--- src/rtl/wb_bypass_buffer.sv ---
// Write-back bypass: forwards live WB data and a DEPTH-deep history of retired writes to every read port.
// Latency: forwarding is combinational (zero cycles); history and hit counter update on each rising edge.
// Backpressure: none; the history shifts every cycle because the register file commits independently.
module wb_bypass_buffer #(
  parameter int DATA_W   = 24,
  parameter int ADDR_W   = 4,
  parameter int NUM_READ = 2,
  parameter int DEPTH    = 2,
  parameter int ZERO_REG = 1,
  parameter int CNT_W    = 16,
  parameter int SRC_W    = $clog2(DEPTH + 2)
) (
  input  logic                         clk,
  input  logic                         rst_n,
  input  logic                         wb_we,
  input  logic [ADDR_W-1:0]            wb_addr,
  input  logic [DATA_W-1:0]            wb_data,
  input  logic [NUM_READ*ADDR_W-1:0]   rd_addr,
  input  logic [NUM_READ*DATA_W-1:0]   rd_data_rf,
  output logic [NUM_READ*DATA_W-1:0]   rd_data_out,
  output logic [NUM_READ-1:0]          fwd_hit,
  output logic [NUM_READ*SRC_W-1:0]    fwd_src,
  input  logic                         clr_cnt,
  output logic [CNT_W-1:0]             fwd_cnt
);

  localparam int HIT_W = $clog2(NUM_READ + 1);
  localparam int SUM_W = CNT_W + HIT_W;

  // History of retired writes; index 0 is the youngest.
  logic              hist_vld  [DEPTH];
  logic [ADDR_W-1:0] hist_addr [DEPTH];
  logic [DATA_W-1:0] hist_data [DEPTH];

  // A write to the hardwired zero register is retired as an invalid entry.
  logic wb_store_vld;
  assign wb_store_vld = wb_we & ~((ZERO_REG != 0) & (wb_addr == '0));

  // Live WB only participates once reset is released.
  logic live_en;
  assign live_en = rst_n & wb_we;

  // Shift the history every cycle; reset drops everything pending.
  always_ff @(posedge clk or negedge rst_n) begin
    if (!rst_n) begin
      for (int i = 0; i < DEPTH; i++) begin
        hist_vld[i]  <= 1'b0;
        hist_addr[i] <= '0;
        hist_data[i] <= '0;
      end
    end else begin
      hist_vld[0]  <= wb_store_vld;
      hist_addr[0] <= wb_addr;
      hist_data[0] <= wb_data;
      for (int i = 1; i < DEPTH; i++) begin
        hist_vld[i]  <= hist_vld[i-1];
        hist_addr[i] <= hist_addr[i-1];
        hist_data[i] <= hist_data[i-1];
      end
    end
  end

  for (genvar p = 0; p < NUM_READ; p++) begin : g_port
    logic [ADDR_W-1:0] ra;
    logic              rd_ok;
    logic [DATA_W-1:0] sel_data;
    logic [SRC_W-1:0]  sel_src;
    logic              sel_hit;

    assign ra    = rd_addr[p*ADDR_W +: ADDR_W];
    assign rd_ok = ~((ZERO_REG != 0) & (ra == '0));

    // Fixed-priority select: live WB over youngest history entry over RF.
    // History is scanned oldest-first so a younger match overrides an older one.
    always_comb begin
      sel_data = rd_data_rf[p*DATA_W +: DATA_W];
      sel_src  = '0;
      sel_hit  = 1'b0;
      if (rd_ok) begin
        for (int i = DEPTH - 1; i >= 0; i--) begin
          if (hist_vld[i] && (hist_addr[i] == ra)) begin
            sel_data = hist_data[i];
            sel_src  = SRC_W'(i + 2);
            sel_hit  = 1'b1;
          end
        end
        if (live_en && (wb_addr == ra)) begin
          sel_data = wb_data;
          sel_src  = SRC_W'(1);
          sel_hit  = 1'b1;
        end
      end
    end

    assign rd_data_out[p*DATA_W +: DATA_W] = sel_data;
    assign fwd_src[p*SRC_W +: SRC_W]       = sel_src;
    assign fwd_hit[p]                      = sel_hit;
  end

  logic [HIT_W-1:0] hit_sum;
  logic [SUM_W-1:0] cnt_sum;
  logic [CNT_W-1:0] cnt_next;

  // Count this cycle's forwarding ports and saturate the running total.
  always_comb begin
    hit_sum = '0;
    for (int p = 0; p < NUM_READ; p++) begin
      hit_sum = hit_sum + HIT_W'(fwd_hit[p]);
    end
    cnt_sum = SUM_W'(fwd_cnt) + SUM_W'(hit_sum);
    if (cnt_sum > SUM_W'({CNT_W{1'b1}})) begin
      cnt_next = {CNT_W{1'b1}};
    end else begin
      cnt_next = cnt_sum[CNT_W-1:0];
    end
  end

  // Hit counter; a clear wins over the hits of the same cycle.
  always_ff @(posedge clk or negedge rst_n) begin
    if (!rst_n) begin
      fwd_cnt <= '0;
    end else if (clr_cnt) begin
      fwd_cnt <= '0;
    end else begin
      fwd_cnt <= cnt_next;
    end
  end

endmodule

--- config.mk ---
export PLATFORM = sky130hd
export DESIGN_NAME = wb_bypass_buffer
export DESIGN_NICKNAME = d
export VERILOG_FILES = /design/src/rtl/wb_bypass_buffer.sv
export SDC_FILE = /design/constraint.sdc
export NUM_CORES = 1
export LEC_CHECK = 0
export BUFFER_PORTS_ARGS = -buffer_cell sky130_fd_sc_hd__buf_2
export CORE_MARGIN = 2
export CORE_UTILIZATION = 55
export CTS_CLUSTER_DIAMETER = 40
export DETAILED_ROUTE_END_ITERATION = 16
export PLACE_DENSITY = 0.86
export SLEW_MARGIN = 20
export SYNTH_ARGS = -nofsm -noshare
export SYNTH_HDL_FRONTEND = slang
export SYNTH_SLANG_ARGS = --single-unit
--- constraint.sdc ---
create_clock -name clk -period 10.6 [get_ports clk]
set_input_delay 1.06 -clock clk [delete_from_list [all_inputs] [get_ports clk]]
set_output_delay 1.06 -clock clk [all_outputs]
set_load 0.02 [all_outputs]
==> qor.csv, run 1 <==
stage,metric,value,unit
status,outcome,finished clean,
floorplanning,start_util,57.0,%
routing,first_pass_iters,5,
yosys,yosys-top-cells-area,"dfrtp_1 (40%), o221ai_2 (6.1%), mux2i_1 (5.1%)",
worst_setup_path,path_cells,buf_2 > xnor2_1 > nand3_1 > or2_2 > a31oi_4 > buf_16 > fa_1 > ha_1 > and3_1 > and3_1 > nand3_1 > a21oi_1,
grt,grt_overflow_total,0,
floorplanning,dieWidth,96.3,µm
floorplanning,io_pins,158,
floorplanning,dieArea,0.00927,mm²
routing,via_count,4542,
layout,n_antenna_cell,0,
clocking,ctsResizeCount,0,
worst_setup_path,cp_max_fo,25,
min_path,worstHoldPathType,flip-flop to flip-flop,
clocking,post-cts-setup-buffer-count,0,
worst_setup_path,cp-end-kind,flip-flop,
placed_design,io_buffers,157,
worst_setup_path,slowest_delay,780,ps
routing,drc_errors,0,
grt,antenna_found_initial,0,
yosys,synth_common_cells,"dfrtp_1 (74), inv_1 (56), nand3_1 (33), clkbuf_1 (30), nand2_1 (29)",
yosys,synth_cell_types,48,
sta,final_hold_viol_count,0,
yosys,syn_inst,507,
routing,first_iter_violations,275,
worst_setup_path,critical_path_class,input port to flip-flop,
run,drv_cap,0,
placed_design,gp_congestion,0.908,
sta,rsz0062_at_grt,no,
yosys,yosys.area.top_type,dfrtp_1,
routing,postRouteAntennaNets,0,
grt,grt_pass1_vias,4518,
power,power_density,118,mW/mm²
yosys,yosysSeqAreaShare,39.5,%
worst_setup_path,required,10860,ps
worst_setup_path,start_kind,input port,
sta,finalClockSkew,13.2,ps
layout,drive_gt1_share,33.1,%
sta,fin_crit_sh,47.6,%
yosys,synth.most_common_cell,dfrtp_1,
yosys,synth.avg_cell_area,9.24,µm²
worst_setup_path,critPathArrivalTime,5310,ps
layout,final_net_count,727,
placed_design,dp_hpwl,9.24,mm
yosys,syn_nets,598,
yosys,async_flop_share,100,%
clocking,clock_path_buffers,2,
floorplanning,fp.dieH,96.3,µm
clocking,cts_root_buf,clkbuf_8,
layout,syn_to_final_growth,20.7,%
yosys,synth_ff_type,dfrtp_1,
grt,grt_pass1_wl,21.5,mm
sta,worst_pin_slew,1090,ps
yosys,synth_top_area_share,39.5,%
sta,hold_slack,398,ps
clocking,hold_buffers,0,
worst_setup_path,critPathTopFamily,simple AND/OR/NAND/NOR gates,
worst_setup_path,critical_path_buf_inv_count,2,
worst_setup_path,cpMaxStageDelayCell,nand3_1,
sta,finalMaxSlewViolations,0,
clocking,cts_max_level,3,
sta,setup_tns,0,ps
clocking,cts.reportedPaths.clkPinSlew,90,ps
sta,post-route-min-period,5040,ps
routing,routed_wl,13.5,mm
floorplanning,core,0.00822,mm²
grt,grt_usage,30.1,%
grt,grt_max_degree,78,
yosys,netlist_area,0.00468,mm²
sta,max_freq,198,MHz
clocking,numCtsBuffers,9,
clocking,clock-sinks,74,
power,leakagePower,2.71,nW
yosys,ys_seq_elements,74,
sta,slew_headroom,27.1,%
sta,setup_violations,0,
routing,routed_via_density,6.09,
yosys,synth_edf_count,0,
clocking,cts_tree,done,
floorplanning,rows,33,
routing,wl_per_cell,18.0,µm
power,ir_worst_vdd,0.0871,mV
clocking,insertion_delay,340,ps
yosys,yosys_warnings,0,
[cells by family (layout without fill, tap and decap cells)]
family                   count (synthesis)  count (layout)  synth area share, %
adder cells (fa/ha/maj)                  3               3                0.962
AO/OA/AOI/OAI                          127             127                 23.4
XOR/XNOR                                25              25                 4.68
multiplexers                            24              24                 5.13
buffers and inverters                  104             238                 9.67
flip-flops                              74              74                 39.5
AND/OR/NAND/NOR                        150             150                 16.7
[layer usage]
layer  global-route usage (%)  part of all wire [%]
met5                        0                     0
met4                     9.52                   2.2
met3                     5.32                   8.7
met2                     54.2                    51
met1                     36.4                    38
[area by class of cell]
class                           instances  area, µm²
Clock inverter                          7       51.3
Tap cell                              105        131
Clock buffer                            9        124
Sequential cell                        74       1850
Multi-Input combinational cell        329       2410
Fill cell                             666       2560
Inverter                               58        218
Timing Repair Buffer                  164        868
[worst register-to-register path: stages, from the launching register on]
cell     delay, ps
dfrtp_1        420
xnor2_1        170
nand3_1        780
or2_2          660
a31oi_4        610
buf_16         230
fa_1           250
ha_1           160
and3_1         290
and3_1         260
nand3_1        390
a21oi_1        290
[state kept, by name (all words and copies together), names as in the netlist]
signal,cells
hist_data,48
hist_addr,8
fwd_cnt,16
hist_vld,2
[power breakdown]
part           switching (mW)  internal (mW)  total [mW]
combinational           0.101         0.0611       0.162
sequential             0.0117          0.294       0.306
clock                   0.112         0.0861       0.198
[metrics by stage]
step	util (%)	cell area, µm²	std cells	power [mW]	setup slack, ps
final	68.8	5650	746	0.666	5560
after global routing	68.8	5650	746	0.699	5170
after CTS	68.3	5610	744	0.667	5370
after detailed placement	66.1	5440	728	0.471	5020
after global placement	66.1	5440	728	0.468	5140
after floorplan	-	4680	507	0.408	6530
[placed cells by master (no fill, tap or decap), drive strengths merged, types with 2 or more instances in the layout]
cell,instances
buf,164
dfrtp,74
inv,60
nand3,33
nand2,29
nor4,28
nor2,27
o21ai,25
a311oi,24
o2bb2ai,24
mux2i,24
o221ai,24
a21oi,18
xnor2,13
xor2,12
clkbuf,9
nand2b,6
nor3,5
nand4,4
and3,4
nor2b,3
clkinv,3
or2,2
and4,2
a221o,2
ha,2
clkinvlp,2
o2111ai,2
or4,2
a31oi,2
[final timing paths]
kind                               startpoint             to  slack, ps  cells after the start
max in group asynchronous               rst_n  hist_data[14]       9130                      1
worst min register to register  hist_data[42]  hist_data[18]        400                      0
worst min-delay path            hist_data[42]  hist_data[18]        400                      0
worst max-delay path               rd_addr[2]     fwd_cnt[1]       5560                     12
min in group asynchronous               rst_n  hist_data[24]        850                      1
worst max register to register   hist_addr[2]     fwd_cnt[1]       6000                     11
Power figures use the tool's default switching activity.
==> inputs of run 2 (changes only) <==
--- a/config.mk
+++ b/config.mk
@@ -5,12 +5,13 @@
 export SDC_FILE = /design/constraint.sdc
 export NUM_CORES = 1
 export LEC_CHECK = 0
+export ABC_AREA = 1
 export BUFFER_PORTS_ARGS = -buffer_cell sky130_fd_sc_hd__buf_2
 export CORE_MARGIN = 2
-export CORE_UTILIZATION = 55
+export CORE_UTILIZATION = 52
 export CTS_CLUSTER_DIAMETER = 40
 export DETAILED_ROUTE_END_ITERATION = 16
-export PLACE_DENSITY = 0.86
+export PLACE_DENSITY = 0.81
 export SLEW_MARGIN = 20
 export SYNTH_ARGS = -nofsm -noshare
 export SYNTH_HDL_FRONTEND = slang
==> constraint.sdc (replaced) <==
create_clock -name clk -period 5.1 [get_ports clk]
set_input_delay 0.51 -clock clk [delete_from_list [all_inputs] [get_ports clk]]
set_output_delay 0.51 -clock clk [all_outputs]
set_load 0.02 [all_outputs]
==> qor.csv, run 2 <==
stage,metric,value,unit,change
layout,final_net_count,933,,was 727
layout,final_cell_mix,"nand2_1 (210), buf_2 (156), nand3_1 (147)",,"was buf_2 (156), dfrtp_1 (74), inv_1 (56)"
routing,wl_per_cell,16.0,µm,was 18.0 µm
worst_setup_path,critical_path_class,flip-flop to flip-flop,,was input port to flip-flop
grt,antenna_found_initial,0,,unchanged
routing,postRouteAntennaNets,0,,unchanged
sta,setup_tns,0,ps,unchanged
yosys,syn_inst,707,,was 507
sta,fin_crit_sh,67.9,%,
yosys,netlist_area,0.00494,mm²,was 0.00468 mm²
floorplanning,dieWidth,101,µm,was 96.3 µm
clocking,cts_max_level,3,,unchanged
clocking,cts_root_buf,clkbuf_8,,unchanged
placed_design,dp_slack,1350,ps,was 5020 ps
worst_setup_path,cp_max_fo,26,,was 25
sta,worst_pin_slew,969,ps,was 1090 ps
status,outcome,finished clean,,unchanged
layout,largest_reg_flops,48,,unchanged
clocking,insertion_delay,350,ps,was 340 ps
floorplanning,start_util,53.5,%,was 57.0%
placed_design,io_buffers,157,,unchanged
sta,setup_slack,1640,ps,was 5560 ps
power,leakagePower,3.27,nW,was 2.71 nW
grt,grt_pass1_wl,25.2,mm,was 21.5 mm
power,ir_worst_vdd,0.150,mV,was 0.0871 mV
sta,final_hold_viol_count,0,,unchanged
yosys,synth_cell_types,34,,was 48
floorplanning,dieArea,0.0103,mm²,was 0.00927 mm²
power,pwr-share-seq,40.8,%,was 45.9%
layout,top_regs,"hist_data: 48 flops, fwd_cnt: 16 flops, hist_addr: 8 flops",,unchanged
run,drv_cap,0,,unchanged
routing,drc_errors,0,,unchanged
worst_setup_path,start_kind,flip-flop,,was input port
grt,grt_usage,31.1,%,was 30.1%
worst_setup_path,critPathArrivalTime,3750,ps,was 5310 ps
sta,max_freq,289,MHz,
yosys,synth.avg_cell_area,6.99,µm²,was 9.24 µm²
yosys,synth_edf_count,0,,unchanged
yosys,synth_top_area_share,37.5,%,was 39.5%
clocking,cts_tree,done,,unchanged
sta,rsz0062_at_grt,no,,unchanged
power,power_density,259,mW/mm²,was 118 mW/mm²
clocking,clock_path_buffers,2,,unchanged
yosys,synth_ff_type,dfrtp_1,,unchanged
sta,finalMaxSlewViolations,0,,unchanged
yosys,yosys-top-cells-area,"dfrtp_1 (37%), nand2_1 (16%), nand3_1 (15%)",,"was dfrtp_1 (40%), o221ai_2 (6.1%), mux2i_1 (5.1%)"
power,p_sw,0.482,mW,was 0.225 mW
power,p_comb_share,22.2,%,was 24.4%
grt,grt_max_degree,75,,was 78
power,power_frac_clock,37.0,%,was 29.7%
worst_setup_path,required,5390,ps,was 10860 ps
routing,routed_via_density,5.60,,was 6.09
yosys,ys_seq_elements,74,,unchanged
floorplanning,fp.dieH,101,µm,was 96.3 µm
layout,num-fill-cells,841,,was 666
grt,grt_overflow_total,0,,unchanged
yosys,synth.most_common_cell,nand2_1,,was dfrtp_1
min_path,worstHoldPathType,input port to flip-flop,,was flip-flop to flip-flop
floorplanning,io_pins,158,,unchanged
clocking,ctsResizeCount,0,,unchanged
clocking,cts.reportedPaths.clkPinSlew,90,ps,about the same
layout,syn_to_final_growth,20.9,%,was 20.7%
routing,first_iter_violations,387,,was 275
sta,finalClockSkew,11.9,ps,was 13.2 ps
floorplanning,core,0.00924,mm²,was 0.00822 mm²
clocking,post-cts-setup-buffer-count,0,,unchanged
yosys,yosys.area.top_type,dfrtp_1,,unchanged
power,intPower,1.06,mW,was 0.441 mW
yosys,syn_nets,798,,was 598
sta,setup_violations,0,,unchanged
yosys,yosys_warnings,0,,unchanged
sta,slew_headroom,35.4,%,was 27.1%
layout,final_common_cell,nand2_1,,was buf_2
grt,grt_pass1_vias,5321,,was 4518
worst_setup_path,cp-end-kind,flip-flop,,unchanged
power,switching_share,31.2,%,was 33.7%
layout,regMostFlops,hist_data,,unchanged
clocking,numCtsBuffers,9,,unchanged
yosys,async_flop_share,100,%,unchanged
layout,multi_input_area,0.00264,mm²,was 0.00241 mm²
clocking,clock-sinks,74,,unchanged
sta,post-route-min-period,3460,ps,
routing,first_pass_iters,5,,unchanged
floorplanning,rows,35,,was 33
layout,n_antenna_cell,0,,unchanged
routing,via_count,5468,,was 4542
placed_design,dp_hpwl,10.9,mm,was 9.24 mm
clocking,hold_buffers,0,,unchanged
yosys,yosysSeqAreaShare,37.5,%,was 39.5%
layout,regArea,0.00185,mm²,unchanged
routing,routed_wl,15.7,mm,was 13.5 mm
placed_design,gp_congestion,0.946,,was 0.908
layout,drive_gt1_share,26.9,%,was 33.1%
yosys,synth_common_cells,"nand2_1 (210), nand3_1 (147), dfrtp_1 (74), nor2_1 (62), inv_1 (45)",,"was dfrtp_1 (74), inv_1 (56), nand3_1 (33), clkbuf_1 (30), nand2_1 (29)"
[run 2: cell count changes after synthesis, sizes merged, moves of 12 or more]
| cell | change |
|---|---|
| nand2 | +186 |
| o221ai | -24 |
| nand3 | +117 |
| a311oi | -24 |
| nor2 | +47 |
| o2bb2ai | -24 |
| nand4 | +38 |
| o21ai | -12 |
| mux2i | -24 |
| clkbuf | -26 |
| nor4 | -28 |
| buf | +22 |
[run 2: cell families after synthesis]
group | count (synthesis) | synth area share (%)
AOI/OAI and AO/OA | 31 | 3.98
xor gates and xnor gates | 15 | 2.81
adders and majority gates | 3 | 0.912
DFF | 74 | 37.5
buffers and inverters | 97 | 9.30
and+or+nand+nor | 487 | 45.5
[run 2: area by class of cell]
| type | instances | area share (%) |
|---|---|---|
| Multi-Input combinational cell | 536 | 44.3 |
| Sequential cell | 74 | 31.0 |
| Timing Repair Buffer | 166 | 14.3 |
| Inverter | 55 | 3.50 |
| Tap cell | 129 | 2.70 |
| Clock buffer | 10 | 2.30 |
| Clock inverter | 6 | 1.89 |
[run 2: stage by stage]
stage | instances | instance area [µm²] | power (mW) | hold slack [ps] | util, %
5_1_grt | 976 | 5970 | 1.60 | 292 | 64.6
4_1_cts | 976 | 5970 | 1.54 | 288 | 64.6
3_5_place_dp | 960 | 5720 | 0.979 | 364 | 61.9
6_report | 976 | 5970 | 1.54 | 296 | 64.6
3_3_place_gp | 960 | 5720 | 0.974 | 356 | 61.9
2_1_floorplan | 707 | 4940 | 0.842 | 214 | -
[run 2: power groups by stage]
stage	Sequential, mW	Clock, mW	Combinational, mW
floorplan	0.639	0	0.203
global placement	0.641	0	0.333
detailed placement	0.642	0	0.337
CTS	0.630	0.574	0.339
global route	0.633	0.595	0.372
finish	0.631	0.571	0.343
[run 2: worst max-delay path: stages, from the launching register on]
cell and delay [ps]:
dfrtp_1 410, inv_1 70, nand2_1 70, nand2_1 60, nor2_1 100, buf_4 260, nand3_1 140, nand2_1 100
nand2_2 360, nand2_1 250, fa_1 250, ha_1 180, nand3_2 120, nor2_4 140, nand2_2 80, nor2_2 130
nand3_2 360, nand2_1 190, nor2_1 50, nor2_1 90
[run 2: path summary, 6_finish.rpt]
check,startpoint,end,slack (ps),cells past startpoint
worst min-delay path,wb_data[9],hist_data[33],300,1
min in group asynchronous,rst_n,hist_addr[6],390,2
worst max register to register,hist_addr[5],fwd_cnt[13],1640,19
worst max-delay path,hist_addr[5],fwd_cnt[13],1640,19
max in group asynchronous,rst_n,hist_data[47],4060,2
worst min register to register,hist_data[28],hist_data[4],380,0
[run 2: metal layers]
layer	routed length, µm	global-route usage, %
met2	7620	52.1
met1	6410	41.2
met3	1300	4.97
met5	0	0
met4	320	10.4
==> inputs of run 3 (changes only) <==
--- a/config.mk
+++ b/config.mk
@@ -8,10 +8,10 @@
 export ABC_AREA = 1
 export BUFFER_PORTS_ARGS = -buffer_cell sky130_fd_sc_hd__buf_2
 export CORE_MARGIN = 2
-export CORE_UTILIZATION = 52
+export CORE_UTILIZATION = 47
 export CTS_CLUSTER_DIAMETER = 40
 export DETAILED_ROUTE_END_ITERATION = 16
-export PLACE_DENSITY = 0.81
+export PLACE_DENSITY = 0.78
 export SLEW_MARGIN = 20
 export SYNTH_ARGS = -nofsm -noshare
 export SYNTH_HDL_FRONTEND = slang
==> constraint.sdc (replaced) <==
create_clock -name clk -period 3.11 [get_ports clk]
set_input_delay 0.311 -clock clk [delete_from_list [all_inputs] [get_ports clk]]
set_output_delay 0.311 -clock clk [all_outputs]
set_load 0.02 [all_outputs]
==> qor.csv, run 3 (synthesis results as in run 2) <==
stage,metric,value,unit,change
min_path,worstHoldStart,wb_data[18],,was wb_data[9]
sta,setup_violations,0,,unchanged
worst_setup_path,start_kind,flip-flop,,unchanged
worst_setup_path,r2r-start,hist_addr[5],,unchanged
worst_setup_path,critPathArrivalTime,2980,ps,was 3750 ps
placed_design,gp_congestion,0.930,,was 0.946
layout,n_antenna_cell,0,,unchanged
clocking,cts_max_level,3,,unchanged
grt,use_met3,3.43,%,was 4.97%
floorplanning,dieArea,0.0113,mm²,was 0.0103 mm²
clocking,post-cts-setup-buffer-count,0,,unchanged
clocking,clock_path_buffers,2,,unchanged
worst_setup_path,required,3390,ps,was 5390 ps
routing,drc_errors,0,,unchanged
layout,regArea,0.00185,mm²,unchanged
routing,via_count,5214,,was 5468
floorplanning,fp.dieH,107,µm,was 101 µm
layout,drive_gt1_share,27.5,%,was 26.9%
grt,grt_pass1_vias,4901,,was 5321
power,power_density,405,mW/mm²,was 259 mW/mm²
floorplanning,io_pins,158,,unchanged
routing,first_iter_violations,347,,was 387
clocking,numCtsBuffers,9,,unchanged
grt,met1_usage,36.4,%,was 41.2%
layout,final_net_count,940,,was 933
sta,fin_crit_sh,86.9,%,was 67.9%
grt,grt_pass1_wl,24.0,mm,was 25.2 mm
power,leakagePower,3.28,nW,was 3.27 nW
clocking,insertion_delay,340,ps,was 350 ps
placed_design,dp_cells,974,,was 960
worst_setup_path,cp_max_fo,13,,was 26
layout,syn_to_final_growth,21.8,%,was 20.9%
layout,final_cell_mix,"nand2_1 (210), buf_2 (156), nand3_1 (147)",,unchanged
sta,rsz0062_at_grt,no,,unchanged
sta,worst_pin_slew,958,ps,was 969 ps
routing,routed_wl,15.0,mm,was 15.7 mm
clocking,cts_tree,done,,unchanged
routing,postRouteAntennaNets,0,,unchanged
routing,routed_via_density,5.27,,was 5.60
routing,first_pass_iters,5,,unchanged
grt,grt_max_degree,75,,unchanged
layout,final_common_cell,nand2_1,,unchanged
worst_setup_path,cp-end-kind,flip-flop,,unchanged
placed_design,dp_hpwl,10.5,mm,was 10.9 mm
sta,slew_headroom,36.1,%,was 35.4%
sta,final_hold_viol_count,0,,unchanged
grt,antenna_found_initial,0,,unchanged
min_path,worstHoldPathType,input port to flip-flop,,unchanged
layout,num-fill-cells,998,,was 841
clocking,cts.reportedPaths.clkPinSlew,80,ps,was 90 ps
grt,grt_usage,26.7,%,was 31.1%
floorplanning,start_util,48.1,%,was 53.5%
status,outcome,finished clean,,unchanged
layout,fin_cells,990,,was 976
floorplanning,rows,37,,was 35
layout,multi_input_area,0.00265,mm²,was 0.00264 mm²
worst_setup_path,rr_endpoint,fwd_cnt[3],,was fwd_cnt[13]
floorplanning,dieWidth,107,µm,was 101 µm
clocking,cts_root_buf,clkbuf_8,,unchanged
sta,post-route-min-period,2700,ps,was 3460 ps
routing,wl_per_cell,15.1,µm,was 16.0 µm
grt,grt_util_met2,43.9,%,was 52.1%
placed_design,io_buffers,157,,unchanged
layout,top_regs,"hist_data: 48 flops, fwd_cnt: 16 flops, hist_addr: 8 flops",,unchanged
sta,finalMaxSlewViolations,0,,unchanged
layout,largest_reg_flops,48,,unchanged
sta,setup_tns,0,ps,unchanged
sta,hold_slack,96.5,ps,was 296 ps
min_path,holdPathEnd,hist_data[42],,was hist_data[33]
grt,grt_overflow_total,0,,unchanged
layout,regMostFlops,hist_data,,unchanged
worst_setup_path,rrSetupSlack,410,ps,was 1640 ps
power,ir_worst_vdd,0.262,mV,was 0.150 mV
worst_setup_path,rr_worst_depth,17,,was 19
worst_setup_path,critical_path_class,flip-flop to flip-flop,,unchanged
sta,finalClockSkew,8.37,ps,was 11.9 ps
run,drv_cap,0,,unchanged
floorplanning,core,0.0103,mm²,was 0.00924 mm²
min_path,hold_path_depth,1,,unchanged
sta,max_freq,370,MHz,was 289 MHz
clocking,clock-sinks,74,,unchanged
grt,grt_busiest_layer,met2,,unchanged
[run 3: cell types whose count changed in the layout (fill, tap and decap cells not counted)]
cell,delta
clkbuf_8,-1
clkinvlp_4,+3
bufinv_16,-1
buf_4,+7
nand3_4,+1
nand3_2,-1
inv_8,+1
inv_6,-1
clkinv_2,-1
[run 3: worst max-delay path, cell delays in order, from the launching register on]
cell and delay, ps:
dfrtp_1 430, inv_1 80, nand2_1 60, nand2_1 50
nor2_1 130, nand3_1 130, nand2_1 110, nand2_2 50
nand2_1 120, fa_1 240, ha_1 170, nand3_2 120
nor2_4 140, nand2_2 80, nor2_2 160, nand3_4 220
buf_4 220, a21oi_2 100
[run 3: through the flow]
step / setup slack, ps / util [%] / instance area, µm² / power (mW)
4_1_cts: 299 / 58.5 / 6010 / 2.45
5_1_grt: 129 / 58.5 / 6020 / 2.55
3_5_place_dp: 293 / 56.3 / 5780 / 1.61
3_3_place_gp: 372 / 56.3 / 5780 / 1.60
6_report: 409 / 58.5 / 6020 / 2.43
2_1_floorplan: 566 / - / 4940 / 1.38
[run 3: layer usage]
layer / up-vias / part of all wire, %
met5: - / 0
met4: 0 / 2.1
met3: 22 / 7.3
met2: 214 / 46
met1: 2370 / 45
li1: 2608 / -
[run 3: where the power goes]
part / switching (mW) / internal (mW)
sequential: 0.0314 / 1.00
clock: 0.389 / 0.458
combinational: 0.368 / 0.184
[run 3: cell type report]
class / instances / area share, %
clock buffer: 9 / 2.06
sequential: 74 / 30.8
multi-input combinational: 536 / 44.1
tap: 136 / 2.83
inverter: 55 / 3.47
clock inverter: 7 / 1.71
timing repair buffer: 173 / 15.1
[run 3: how the worst max path moves through the flow]
| stage | end | cells after the start | slack, ps | from |
|---|---|---|---|---|
| finish | fwd_cnt[3] | 17 | 410 | hist_addr[5] |
| detailed placement | fwd_cnt[3] | 17 | 290 | rd_addr[0] |
| CTS | fwd_cnt[3] | 17 | 300 | hist_addr[5] |
| global placement | fwd_cnt[3] | 14 | 370 | rd_addr[2] |
| global route | fwd_cnt[3] | 17 | 130 | hist_addr[5] |
| floorplan | fwd_cnt[12] | 17 | 570 | hist_addr[4] |
[run 3: repair_timing]
action / 4_1_cts / 5_1_grt
hold buffers: 0 / 0
gates resized for setup: 0 / 1
endpoints found under the setup margin: 0 / 2
